$ cat src/rtl/video_pixel_fifo.sv
// -----------------------------------------------------------------------------
// video_pixel_fifo
//   Single-clock pixel FIFO between the PPU pixel stage and the video output /
//   debugger capture path. Width and depth are configurable. The read port runs
//   in first-word-fall-through (FWFT) or standard registered mode. The FIFO
//   reports its occupancy and has programmable almost-full and almost-empty
//   flags, sticky overflow and underflow flags, and a synchronous flush.
//
// Parameters
//   DATA_WIDTH          entry width (default 24 = {R,G,B})
//   ADDR_WIDTH          depth = 2**ADDR_WIDTH entries, 1..10
//   FWFT                1 = head entry always visible, 0 = registered read
//   ALMOST_FULL_LEVEL   o_almost_full  when level >= this, 1..depth
//   ALMOST_EMPTY_LEVEL  o_almost_empty when level <= this, 0..depth-1
//
// Ports
//   i_clk, i_reset_n    clock (rising edge) and async active-low reset
//   i_clear             synchronous flush; also clears the sticky flags
//   i_wr_en, i_wr_data  write request and data
//   o_full              level == depth
//   o_almost_full       level >= ALMOST_FULL_LEVEL
//   i_rd_en             read request (FWFT: acknowledge of the head entry)
//   o_rd_data           read data
//   o_rd_valid          o_rd_data holds a valid entry
//   o_empty             level == 0
//   o_almost_empty      level <= ALMOST_EMPTY_LEVEL
//   o_level             occupancy, 0..depth
//   o_overflow          sticky: a write was attempted while full
//   o_underflow         sticky: a read was attempted while empty
//
// Handshake: a write is accepted on a rising edge when i_wr_en=1 and the
// registered o_full=0. A read is accepted when i_rd_en=1 and the registered
// o_empty=0. Neither side looks at what the other does in the same cycle. A
// write while full is refused even if a read drains an entry on that edge,
// and a read while empty is refused even if a write fills one. A refused
// request only sets its sticky error flag. In FWFT mode, o_rd_valid acts as
// "valid" and i_rd_en acts as "ready" for the head entry.
// -----------------------------------------------------------------------------
module video_pixel_fifo #(
    parameter int DATA_WIDTH         = 24,
    parameter int ADDR_WIDTH         = 4,
    parameter int FWFT               = 1,
    parameter int ALMOST_FULL_LEVEL  = 12,
    parameter int ALMOST_EMPTY_LEVEL = 2
) (
    input  logic                  i_clk,
    input  logic                  i_reset_n,
    input  logic                  i_clear,
    input  logic                  i_wr_en,
    input  logic [DATA_WIDTH-1:0] i_wr_data,
    output logic                  o_full,
    output logic                  o_almost_full,
    input  logic                  i_rd_en,
    output logic [DATA_WIDTH-1:0] o_rd_data,
    output logic                  o_rd_valid,
    output logic                  o_empty,
    output logic                  o_almost_empty,
    output logic [ADDR_WIDTH:0]   o_level,
    output logic                  o_overflow,
    output logic                  o_underflow
);

    localparam int DEPTH = 2 ** ADDR_WIDTH;

    localparam logic [ADDR_WIDTH:0] LVL_DEPTH = (ADDR_WIDTH + 1)'(DEPTH);
    localparam logic [ADDR_WIDTH:0] LVL_AF    = (ADDR_WIDTH + 1)'(ALMOST_FULL_LEVEL);
    localparam logic [ADDR_WIDTH:0] LVL_AE    = (ADDR_WIDTH + 1)'(ALMOST_EMPTY_LEVEL);
    localparam logic [ADDR_WIDTH:0] LVL_ONE   = (ADDR_WIDTH + 1)'(1);
    localparam logic [ADDR_WIDTH-1:0] PTR_ONE = ADDR_WIDTH'(1);

    logic [DATA_WIDTH-1:0] mem [DEPTH];
    logic [ADDR_WIDTH-1:0] wr_ptr;
    logic [ADDR_WIDTH-1:0] rd_ptr;
    logic [ADDR_WIDTH:0]   level;
    logic                  wr_accept;
    logic                  rd_accept;

    // All flags are decoded from the registered level.
    assign o_full         = (level == LVL_DEPTH);
    assign o_empty        = (level == '0);
    assign o_almost_full  = (level >= LVL_AF);
    assign o_almost_empty = (level <= LVL_AE);
    assign o_level        = level;

    assign wr_accept = i_wr_en && !o_full;
    assign rd_accept = i_rd_en && !o_empty;

    // Pointers, level and sticky flags
    always_ff @(posedge i_clk or negedge i_reset_n) begin
        if (!i_reset_n) begin
            wr_ptr      <= '0;
            rd_ptr      <= '0;
            level       <= '0;
            o_overflow  <= 1'b0;
            o_underflow <= 1'b0;
        end else if (i_clear) begin
            wr_ptr      <= '0;
            rd_ptr      <= '0;
            level       <= '0;
            o_overflow  <= 1'b0;
            o_underflow <= 1'b0;
        end else begin
            if (wr_accept) begin
                wr_ptr <= wr_ptr + PTR_ONE;
            end
            if (rd_accept) begin
                rd_ptr <= rd_ptr + PTR_ONE;
            end
            if (wr_accept && !rd_accept) begin
                level <= level + LVL_ONE;
            end else if (rd_accept && !wr_accept) begin
                level <= level - LVL_ONE;
            end
            if (i_wr_en && o_full) begin
                o_overflow <= 1'b1;
            end
            if (i_rd_en && o_empty) begin
                o_underflow <= 1'b1;
            end
        end
    end

    // Storage. A flush leaves the contents in place; only reset zeroes them.
    always_ff @(posedge i_clk or negedge i_reset_n) begin
        if (!i_reset_n) begin
            for (int i = 0; i < DEPTH; i++) begin
                mem[i] <= '0;
            end
        end else if (!i_clear && wr_accept) begin
            mem[wr_ptr] <= i_wr_data;
        end
    end

    // Read port
    if (FWFT != 0) begin : g_fwft
        // The head entry is always presented. Reset zeroes the array, so the
        // data bus reads 0 after reset without needing a register of its own.
        assign o_rd_data  = mem[rd_ptr];
        assign o_rd_valid = !o_empty;
    end else begin : g_std
        always_ff @(posedge i_clk or negedge i_reset_n) begin
            if (!i_reset_n) begin
                o_rd_data  <= '0;
                o_rd_valid <= 1'b0;
            end else if (i_clear) begin
                o_rd_valid <= 1'b0;
            end else begin
                o_rd_valid <= rd_accept;
                if (rd_accept) begin
                    o_rd_data <= mem[rd_ptr];
                end
            end
        end
    end

endmodule

$ cat config.mk
export PLATFORM = sky130hd
export DESIGN_NAME = video_pixel_fifo
export DESIGN_NICKNAME = d
export VERILOG_FILES = /design/src/rtl/video_pixel_fifo.sv
export SDC_FILE = /design/constraint.sdc
export NUM_CORES = 1
export LEC_CHECK = 0
export CAP_MARGIN = 20
export CORE_MARGIN = 2
export CORE_UTILIZATION = 45
export DETAILED_ROUTE_END_ITERATION = 10
export GPL_TIMING_DRIVEN = 0
export PLACE_DENSITY = 0.68
export SLEW_MARGIN = 20
export SYNTH_ARGS = -nofsm -noshare
export SYNTH_HDL_FRONTEND = slang
export SYNTH_SLANG_ARGS = --single-unit
$ cat constraint.sdc
create_clock -name i_clk -period 2.9 [get_ports i_clk]
set_input_delay 0.87 -clock i_clk [delete_from_list [all_inputs] [get_ports i_clk]]
set_output_delay 0.87 -clock i_clk [all_outputs]
set_load 0.1 [all_outputs]
## Yosys cells after proc, flatten, opt, wreduce, memory -nomap -nowiden

Cells that the tools add are included.

| storage, ports and cells | value |
|---|---|
| register bits | 399 |

| cells by class | value |
|---|---|
| add/sub/neg operators | 4 |
| $lt $le $gt $ge | 5 |
| eq/ne operators | 1 |
| multiplexer cells | 17 |
| bitwise gates (word level) | 2 |
| reduce and logical (&&, ||, !) cells | 19 |

Operators with widths:

| kind | count |
|---|---|
| $bwmux W384 | 1 |
| $bmux W24 S4 | 1 |
| $demux W24 S4 | 1 |
| $mux W24 | 3 |
| $mux W4 | 4 |
| $mux W5 | 3 |
| $ge A5 B5 Y1 const B | 2 |
| $not A4 Y5 | 2 |
| $add A4 B1 Y4 const B | 2 |
| $logic_and A1 B1 Y1 | 8 |
| $reduce_bool A2 Y1 | 4 |
| $add A5 B1 Y5 const B | 1 |
| $eq A5 B5 Y1 const B | 1 |
| $ge A5 B4 Y1 const B | 1 |
| $le A5 B2 Y1 const B | 1 |
| $logic_not A1 Y1 | 5 |
| $logic_not A5 Y1 | 1 |
| $lt A5 B1 Y1 const B | 1 |
| $sub A5 B1 Y5 const B | 1 |
| $mux W1 | 4 |
| $reduce_bool A3 Y1 | 1 |

## Depth between registers and ports, before layout

Gate-level depths: netlist of the first run.

| depth | value |
|---|---|
| word-level depth | 8 |
| mapped depth | 9 |
| depth with buffers taken out | 8 |

## Worst setup path before layout of the first run

Ideal clock, no wire load.

| path | value |
|---|---|
| path kind | register to output |
| start | register level[4], in the netlist o_level[4] |
| end | output port o_rd_valid |
| arrival time | 3.818 ns |
| data required time | 2.030 ns |
| setup slack | -1.788 ns |
| cell stages (with the launch flop) | 6 |
| cells stage by stage | dfrtp_1 > clkbuf_1 > or3_1 > clkbuf_1 > nor2_1 > inv_1 |

| on the way | value |
|---|---|
| cells in the longest elaborated chain, start to end | 2 |

Ends and longest elaborated chain:

| item | RTL line | text |
|---|---|---|
| start, declared | 74 | `logic [ADDR_WIDTH:0] level;` |
| start signal, assigned | 110 | `level <= level + LVL_ONE;` |
| start signal, assigned | 112 | `level <= level - LVL_ONE;` |
| $logic_not A5 Y1 | 80 | `assign o_empty = (level == '0);` |
| named net o_empty | 56 | `output logic o_empty,` |
| $logic_not A1 Y1 | 139 | `assign o_rd_valid = !o_empty;` |
| end, declared | 55 | `output logic o_rd_valid,` |

The timed path passes the listed nets, and every way through them passes these cells.

## Worst setup path in the final report of the first run

| path | value |
|---|---|
| start | register rd_ptr[0] |
| end | output port o_rd_data[1] |

| on the way | value |
|---|---|
| cells in the longest elaborated chain, start to end | 4 |

Ends and longest elaborated chain:

| item | RTL line | text |
|---|---|---|
| start, declared | 73 | `logic [ADDR_WIDTH-1:0] rd_ptr;` |
| start signal, assigned | 107 | `rd_ptr <= rd_ptr + PTR_ONE;` |
| $not A4 Y5 (not written as such) | 138 | `assign o_rd_data = mem[rd_ptr];` |
| $bmux W24 S4 | 138 |  |
| $mux W24 (not written as such) (2 in a row) | 138 |  |
| end, declared | 54 | `output logic [DATA_WIDTH-1:0] o_rd_data,` |

No other way between the ends. The select of a mux whose other input is x is not followed.

==> flow_summary.ini, run 1 <==
[placed_design]
dp_slack_ns = -1.58
placed_area_um2 = 20000
dp.cells = 1771
gp_congestion = 0.769
port-buffer-count = 63
post-dp-hpwl_um = 28100

[synth]
synth_area_leaders = dfrtp_1 (54%), mux2_2 (23%), mux4_2 (12%)
seq_area_frac_synth_pct = 54.2
syn_avg_cell_area_um2 = 15.7
synthArstFlopShare_pct = 100
synth-warning-count = 0
yosys_most_used_dff = dfrtp_1
synthesis.area_um2 = 18400
yosysTopAreaCellShare_pct = 54.2
yosysTopAreaCell = dfrtp_1
synth_cells = 1172
synth_cell_types = 42
synth_edf_count = 0
ys_ff_latch = 399
syn_nets = 1211

[cells_and_area]
diodes = 0
nets = 1339
final_layout_size_suffix_gt1_share_pct = 56.5
postLayoutCellArea_um2 = 22100
area_growth_pct = 20.1
fill_cells = 3220
fin_cells = 1858

[grt]
track_usage_pct = 21.5
grt_antenna_before_repair = 0
grt_start_max_net_pins = 101
gr-total-overflow = 0
grt_pass1_vias = 11600
grt_pass1_wl_um = 68800

[sta]
relSlewSlack_pct = 35.9
setup_viol = 24
finalCritPeriodShare_pct = 114
fin_ws_ns = -0.404
final_max_slew_viol_count = 0
timing.fmax_mhz = 303
finClkSkew_ns = 0.0120
rsz0062_at_grt = yes
hold_viol_final = 0
fin_crit_ns = 3.30
worstMarginPinSlew_ns = 0.965

[power]
power.density_nw_per_um2 = 940
p_leak_nw = 10.3
vdd_drop_max_mv = 1.24

[status]
violations = negative setup slack
status = finished with violations

[detailed_routing]
route.detailed.drc = 0
drt-vias-per-instance = 5.69
drtIter0Drc = 548
route.detailed.wl_per_inst_um = 23.9
vias = 10600
routed_wl_um = 44300
postRouteAntennaNets = 0
first_pass_iters = 4

[floorplanning]
core_region_area_um2 = 40600
chipHeight_um = 206
fp-row-count = 74
start_util_pct = 45.3
chipWidth_um = 206
floorplan.io_pins = 65
die-area_um2 = 42600

[clocking]
cts.sinks = 399
ctsHtreeMaxLevel = 2
cts-root-buf = clkbuf_16
cts.clk_slew.worst_paths_ns = 0.06
ctsHoldBuffers = 0
cts_tree = done
cts_buffer_depth = 3
clk_latency_ns = 0.54
cts_buffers = 42

[critical_path]
required_ns = 2.03
worstSetupPathType = register to output port
end_kind = output port
cp_max_fo = 8
startpoint_type = register
arrival_ns = 2.43

[run]
maxCapViolations = 0

[min_path]
hp-class = input port to async pin
## path summary, 6_finish.rpt
check                                       start                endpoint  slack, ns  depth (start not counted)
max                         rd_ptr[0]$_DFFE_PN0P_            o_rd_data[1]      -0.40                          7
min                                     i_reset_n  o_level[0]$_DFFE_PN0P_       0.28                          1
max reg2reg                o_level[3]$_DFFE_PN0P_  o_level[3]$_DFFE_PN0P_       0.23                          8
min reg2reg                  mem[223]$_DFFE_PN0P_    mem[223]$_DFFE_PN0P_       0.49                          1
max in group asynchronous               i_reset_n    mem[349]$_DFFE_PN0P_       1.48                          3
min in group i_clk           mem[223]$_DFFE_PN0P_    mem[223]$_DFFE_PN0P_       0.49                          1
## synthesized netlist by cell type (all sizes together) (2+ instances only)
library cell  number
dfrtp            399
mux2             386
mux4              96
clkbuf            52
buf               50
a22oi             48
nand2             45
nor2              15
a21oi             11
ha                 9
or3                8
o21ai              6
inv                5
o211ai             5
nor3               4
xnor2              4
nand4              3
xor2               3
a2111oi            2
and3               2
nand2b             2
nor2b              2
nor4               2
or2                2
## critical path, cell delays in order (launching register included)
cell and delay (ns):
dfrtp_2 0.39, buf_12 0.16, buf_16 0.16, buf_16 0.14, mux4_2 0.51, a22oi_2 0.26, nand2_4 0.08, buf_12 0.17
## placed cells by master, fill, tap and decap left out, drive strengths merged, types with 3 or more instances in the layout
cell type        n
buf            102
clkinv           4
nand2           45
dlygate4sd2      7
a22oi           48
o211ai           5
clkdlybuf4s50   26
o21ai            6
nor2            15
mux4            96
a21oi           11
clkbuf         113
xnor2            4
nand4            3
ha               9
mux2           386
xor2             3
dfrtp          399
nor3             4
or3              8
inv              5
## stage by stage
step	setup TNS (ns)	hold slack (ns)	total power, mW	utilization (%)
final	-8.37	0.281	20.8	54.4
after global routing	-10.18	0.303	21.6	54.4
after CTS	-9.27	0.278	20.6	53.8
after detailed placement	-97.95	0.480	14.4	49.1
after global placement	-6582.61	0.469	14.3	48.8
after floorplan	-0.554	0.459	12.5	-
## power by group
group | switching (mW) | leakage, nW | internal (mW)
clock network | 2.14 | 0.617 | 2.89
registers | 0.423 | 5.42 | 6.29
logic | 5.41 | 4.25 | 3.62
## flip-flops by register name, indices dropped and copies added, names as in the netlist
register	flops
mem	384
o_level	5
rd_ptr	4
wr_ptr	4
o_overflow	1
o_underflow	1
## cell type report
cell class / count / area (µm²) / share of cell area, %
inverter: 5 / 22.5 / 0.102
sequential: 399 / 10000 / 45.2
clock inverter: 6 / 36.3 / 0.164
clock buffer: 64 / 1220 / 5.54
multi-input combinational: 666 / 8070 / 36.5
tap: 532 / 666 / 3.01
timing repair buffer: 88 / 1160 / 5.26
buffer: 98 / 931 / 4.21
## per-layer routing
metal | track usage, % | part of all wire [%] | vias up
li1 | - | - | 4631
met1 | 30.9 | 45 | 5694
met2 | 34.4 | 48 | 190
met3 | 3.14 | 4.6 | 63
met4 | 5.94 | 2.3 | 0
met5 | 0 | 0 | -
## kinds of logic after synthesis
| family | share of synthesized area, % |
|---|---|
| AOI/OAI and AO/OA | 3.19 |
| xor gates and xnor gates | 0.333 |
| adders and majority gates | 0.720 |
| buffers and inverters | 3.65 |
| DFF | 54.2 |
| muxes | 35.4 |
| and+or+nand+nor | 2.49 |
## what timing repair did
action	in CTS	in global routing
pin swaps	7	12
buffers inserted	14	4
gates cloned	3	2
hold endpoints to repair	0	0
endpoints found under the setup margin	36	76
gates resized for setup	325	48
(Power assumes the default switching activity.)
==> run 2, diff against run 1 <==
Settings changed: CORE_UTILIZATION 45 to 60, DONT_BUFFER_PORTS from default to 1, PLACE_DENSITY 0.68 to 0.82.
==> flow_summary.ini, run 2 (same netlist as run 1, synthesis figures left out) <==
[power]
vdd_drop_max_mv = 1.28
p_comb_share_pct = 39.7
clkPwrFrac_pct = 26.7
power.switching_mw = 8.10
power.density_nw_per_um2 = 960
p_int_mw = 12.8
p_leak_nw = 10.1
seq_power_share_pct = 33.6
power_mw = 20.9
switching_share_pct = 38.7

[sta]
rsz0062_at_grt = yes
finClkSkew_ns = 0.0147
holdWs_ns = 0.0343
fin_crit_ns = 3.85
relSlewSlack_pct = -31.6
hold_viol_final = 0
setup_viol = 28
timing.fmax_mhz = 260
final_max_slew_viol_count = 286
finalCritPeriodShare_pct = 133
worstMarginPinSlew_ns = 1.97
fin_ws_ns = -0.950

[cells_and_area]
diodes = 0
post-route-util_pct = 71.7
postLayoutCellArea_um2 = 21800
fill_cells = 1831
mostFrequentLayoutCells = dfrtp_1 (392), mux2_2 (381), mux4_2 (96)
layout_commonest_cell = dfrtp_1
area_growth_pct = 18.4
largest_register_ffs = 384
top_register = mem
nets = 1303
final_layout_size_suffix_gt1_share_pct = 60.0
fin_cells = 1690

[clocking]
clk_latency_ns = 0.54
ctsHtreeMaxLevel = 2
cts-root-buf = clkbuf_16
cts_buffers = 42
ctsHoldBuffers = 0
cts.sinks = 399
cts_buffer_depth = 3
cts.clk_slew.worst_paths_ns = 0.06
cts_tree = done

[detailed_routing]
route.detailed.wl_per_inst_um = 27.0
drtIter0Drc = 818
postRouteAntennaNets = 0
first_pass_iters = 4
route.detailed.drc = 0
routed_wl_um = 45600
drt-vias-per-instance = 6.43
vias = 10900

[grt]
track_usage_pct = 28.9
grt_pass1_vias = 11400
gr-total-overflow = 0
grt_start_max_net_pins = 400
grt_antenna_before_repair = 0
grt_pass1_wl_um = 68600

[run]
maxCapViolations = 0

[placed_design]
gp_congestion = 0.809
placed_area_um2 = 19000
post-dp-hpwl_um = 26000
port-buffer-count = 0
dp.cells = 1568

[status]
violations = max-slew violations, negative setup slack
status = finished with violations

[critical_path]
worstSetupPathType = register to output port
startpoint_type = register
r2r-end = mem[18]$_DFFE_PN0P_
rrSetupSlack_ns = 0.04
end_kind = output port
r2r_cells = 9
cp_max_fo = 3
required_ns = 2.03
arrival_ns = 2.98
r2r-start = o_level[4]$_DFFE_PN0P_

[min_path]
hp-class = input port to async pin

[floorplanning]
start_util_pct = 60.5
die-area_um2 = 32100
chipWidth_um = 179
chipHeight_um = 179
fp-row-count = 64
floorplan.io_pins = 65
core_region_area_um2 = 30400
==> run 2: cell types whose count changed in the layout (fill, tap and decap cells not counted), sizes merged <==
cell / before / now
buf: 102 / 104
bufinv: 0 / 4
bufbuf: 1 / 0
dlygate4sd2: 7 / 0
clkbuf: 113 / 108
clkinv: 4 / 6
clkdlybuf4s15: 1 / 0
clkdlybuf4s50: 26 / 0
==> run 2: power groups by stage <==
stage / combinational (mW) / clock (mW) / sequential (mW)
floorplan: 5.62 / 0 / 6.90
global placement: 6.33 / 0 / 7.00
detailed placement: 6.41 / 0 / 7.05
CTS: 7.92 / 5.61 / 6.98
global route: 8.62 / 5.85 / 7.10
finish: 8.31 / 5.58 / 7.04
==> run 2: final cells by class <==
class / instances / area (µm²) / area share, %
inverters: 5 / 26.3 / 0.120
flip-flops and latches: 399 / 10000 / 45.9
clock inverters: 12 / 168 / 0.769
clock buffers: 62 / 1270 / 5.81
multi-input cells: 666 / 8300 / 38.1
well taps: 396 / 495 / 2.27
plain buffers: 96 / 863 / 3.96
repair buffers: 54 / 686 / 3.14
==> run 2: through the flow <==
| step | TNS [ns] | setup WS (ns) |
|---|---|---|
| 6_report | -12.07 | -0.950 |
| 5_1_grt | -13.29 | -1.00 |
| 4_1_cts | -11.87 | -1.00 |
| 3_5_place_dp | -16.27 | -0.766 |
| 3_3_place_gp | -15.51 | -0.727 |
| 2_1_floorplan | -0.554 | -0.460 |
==> run 2: routing by layer <==
| layer | vias to the layer above | part of all wire, % | GRT usage [%] |
|---|---|---|---|
| met2 | 357 | 49 | 46.3 |
| met4 | 0 | 2.7 | 8.64 |
| met1 | 5853 | 41 | 39.8 |
| met5 | - | 0 | 0 |
| met3 | 102 | 7.3 | 6.85 |
| li1 | 4559 | - | - |
==> run 2: worst max-delay path by stage <==
stage,start,endpoint,slack (ns)
after global placement,rd_ptr[1]$_DFFE_PN0P_,o_rd_data[17],-0.73
after detailed placement,rd_ptr[1]$_DFFE_PN0P_,o_rd_data[17],-0.77
final,o_level[4]$_DFFE_PN0P_,o_rd_valid,-0.95
after CTS,o_level[4]$_DFFE_PN0P_,o_rd_valid,-1.0
after floorplan,o_level[4]$_DFFE_PN0P_,o_rd_valid,-0.46
after global routing,o_level[4]$_DFFE_PN0P_,o_rd_valid,-1.00
==> run 2: repair_timing <==
action                                  4_1_cts  5_1_grt
pin swaps                                    58       34
gates resized for setup                     176       43
endpoints found under the setup margin       30       33
setup buffers                                29       25
gates cloned                                  5        0
==> run 2: critical path, stage by stage, from the launching register on <==
cell and delay [ns]:
dfrtp_4 0.63, clkbuf_16 0.20, or3_4 0.36, nor2_4 0.57, clkinvlp_4 0.67
==> RTL edit, RTL diff (settings of run 1) <==
The parameter `DATA_WIDTH` goes from 24 to 12. Comments in the files are not updated.
--- a/src/rtl/video_pixel_fifo.sv
+++ b/src/rtl/video_pixel_fifo.sv
@@ -39,3 +39,3 @@
 module video_pixel_fifo #(
-    parameter int DATA_WIDTH         = 24,
+    parameter int DATA_WIDTH         = 12,
     parameter int ADDR_WIDTH         = 4,
Interface: changed (resized i_wr_data and o_rd_data); port bits go from 65 to 41. The function was not compared with the original's and may differ.
==> RTL edit against run 1 <==
- the flow still finishes with violations (setup timing)
- design area is 47% lower
- sequential cell count is 192 lower
- clock power down 43%
- total power shrank 43%
- worst setup slack better by 0.093 ns
- synthesized area is 47% lower
- register-to-register slack got worse by 0.05 ns
- clock skew up 0.0057 ns
- routed wire length down 49%
- largest power group unchanged
==> RTL edit: results <==
group,metric,value,unit
route,first_pass_iters,5,
timing,finalSetupViolations,12,
global_routing,grt_pass1_vias,6362,
timing,worstMarginPinSlew,0.9641,ns
route,via_per_inst,5.800,
synthesis,synthTopCellsByArea,"dfrtp_1, mux2_2, mux4_2",
placement,dpl.cell_count,969,
route,drt-initial-drc-count,312,
clocking,clock_latency,0.51,ns
run_status,outcome,"finished, violations left",
timing,setup_tns,-3.459,ns
setup_path,cpPeakStageDelay,0.54,ns
synthesis,synth_top_area_share,53.56,%
placement,io_buffers,39,
clocking,htree_levels,1,
power_and_ir_drop,p_leak,5.452,nW
synthesis,synth_cell_types,41,
synthesis,synth_edf_count,0,
timing,fin_worst_skew,0.01763,ns
route,wl,22690,um
run_status,violations,"setup timing",
global_routing,grt_pass1_wl,36050,um
global_routing,grtUsageTotal,20.80,%
final_layout,drive_gt1_share,52.61,%
setup_path,r2r_cells,9,
placement,pre_cts_slack,-0.8927,ns
final_layout,nNetsFinal,757,
setup_path,crit_arrival,2.34,ns
setup_path,crit_path_max_fanout,6,
power_and_ir_drop,ir_worst_vdd,0.001247,V
global_routing,grt_max_degree,108,
route,via_count,5928,
synthesis,syn_inst,654,
route,routed-wl-met2,11000,um
synthesis,syn_nets,681,
final_layout,largest_reg_flops,192,
placement,place_hpwl,15530,um
route,wirelength_met1,9981,um
route,met3_length,1293,um
clocking,cts_made_buffers,23,
timing,fin_ws,-0.3113,ns
final_layout,nFillCells,1656,
placement,globalplace.congestion,0.8166,
synthesis,seq_area_frac_synth,53.56,%
==> RTL edit: cell count changes after synthesis, sizes merged <==
cell	delta
mux4	-48
mux2	-192
buf	-28
clkbuf	-22
dfrtp	-192
nand2	-12
a22oi	-24
==> RTL edit: power by group <==
group	leakage [nW]	internal [mW]	total [mW]	switching, mW
Clock	0.375	1.71	2.85	1.15
Combinational	2.27	2.13	5.44	3.31
Sequential	2.81	3.28	3.55	0.266
==> RTL edit: path summary, 6_finish.rpt <==
path	startpoint	end	slack, ns
setup / recovery	rd_ptr[0]$_DFFE_PN0P_	o_rd_data[8]	-0.31
hold / removal	i_reset_n	mem[115]$_DFFE_PN0P_	0.41
setup reg to reg	o_level[2]$_DFFE_PN0P_	o_level[3]$_DFFE_PN0P_	0.18
hold reg to reg	mem[148]$_DFFE_PN0P_	mem[148]$_DFFE_PN0P_	0.49
max in group asynchronous	i_reset_n	o_level[4]$_DFFE_PN0P_	1.48
min in group i_clk	mem[148]$_DFFE_PN0P_	mem[148]$_DFFE_PN0P_	0.49
==> RTL edit: per-stage QoR <==
step                cell area [sq um]  power, mW  hold WS (ns)
floorplan                        9744      6.995        0.4589
global placement                10480      8.032        0.4682
detailed placement              10510      8.134        0.4811
CTS                             11690      11.75        0.4389
global route                    11780      12.29        0.4730
finish                          11780      11.84        0.4113
==> RTL edit: critical path: cells and delay by family (launching register included) <==
family	cells	cell delay, ns
buffers and inverters	3	0.47
DFF	1	0.49
and+or+nand+nor	1	0.13
AOI/OAI and AO/OA	1	0.19
muxes	1	0.54
==> RTL edit: layout make-up <==
type | instances | area [sq um] | share of cell area [%]
multi-input cells | 390 | 4413 | 37.45
flip-flops and latches | 207 | 5192 | 44.07
well taps | 275 | 344.1 | 2.920
clock inverters | 8 | 72.57 | 0.6159
clock buffers | 34 | 676.9 | 5.745
plain buffers | 50 | 337.8 | 2.867
repair buffers | 53 | 723.2 | 6.138
inverters | 5 | 22.52 | 0.1911
==> RTL edit: timing repair <==
action	CTS	global route
pin swaps	16	10
setup endpoints to repair	22	46
setup buffers	4	6
endpoints found under the hold margin	0	0
cloned	3	1
gates resized for setup	197	17
==> RTL edit: kinds of logic after synthesis <==
kind of cell	Yosys count	share of synthesized area, %
multiplexers	243	33.87
AND/OR/NAND/NOR	77	3.869
flip-flops	207	53.56
buffers and inverters	57	2.601
adder cells (fa/ha/maj)	10	1.371
AO/OA/AOI/OAI	53	4.089
XOR/XNOR	7	0.6340
==> RTL edit: layer usage <==
metal,track usage [%],vias up
li1,-,2586
met1,29.36,3149
met2,33.66,157
met3,4.606,36
met4,3.832,0
met5,0,-
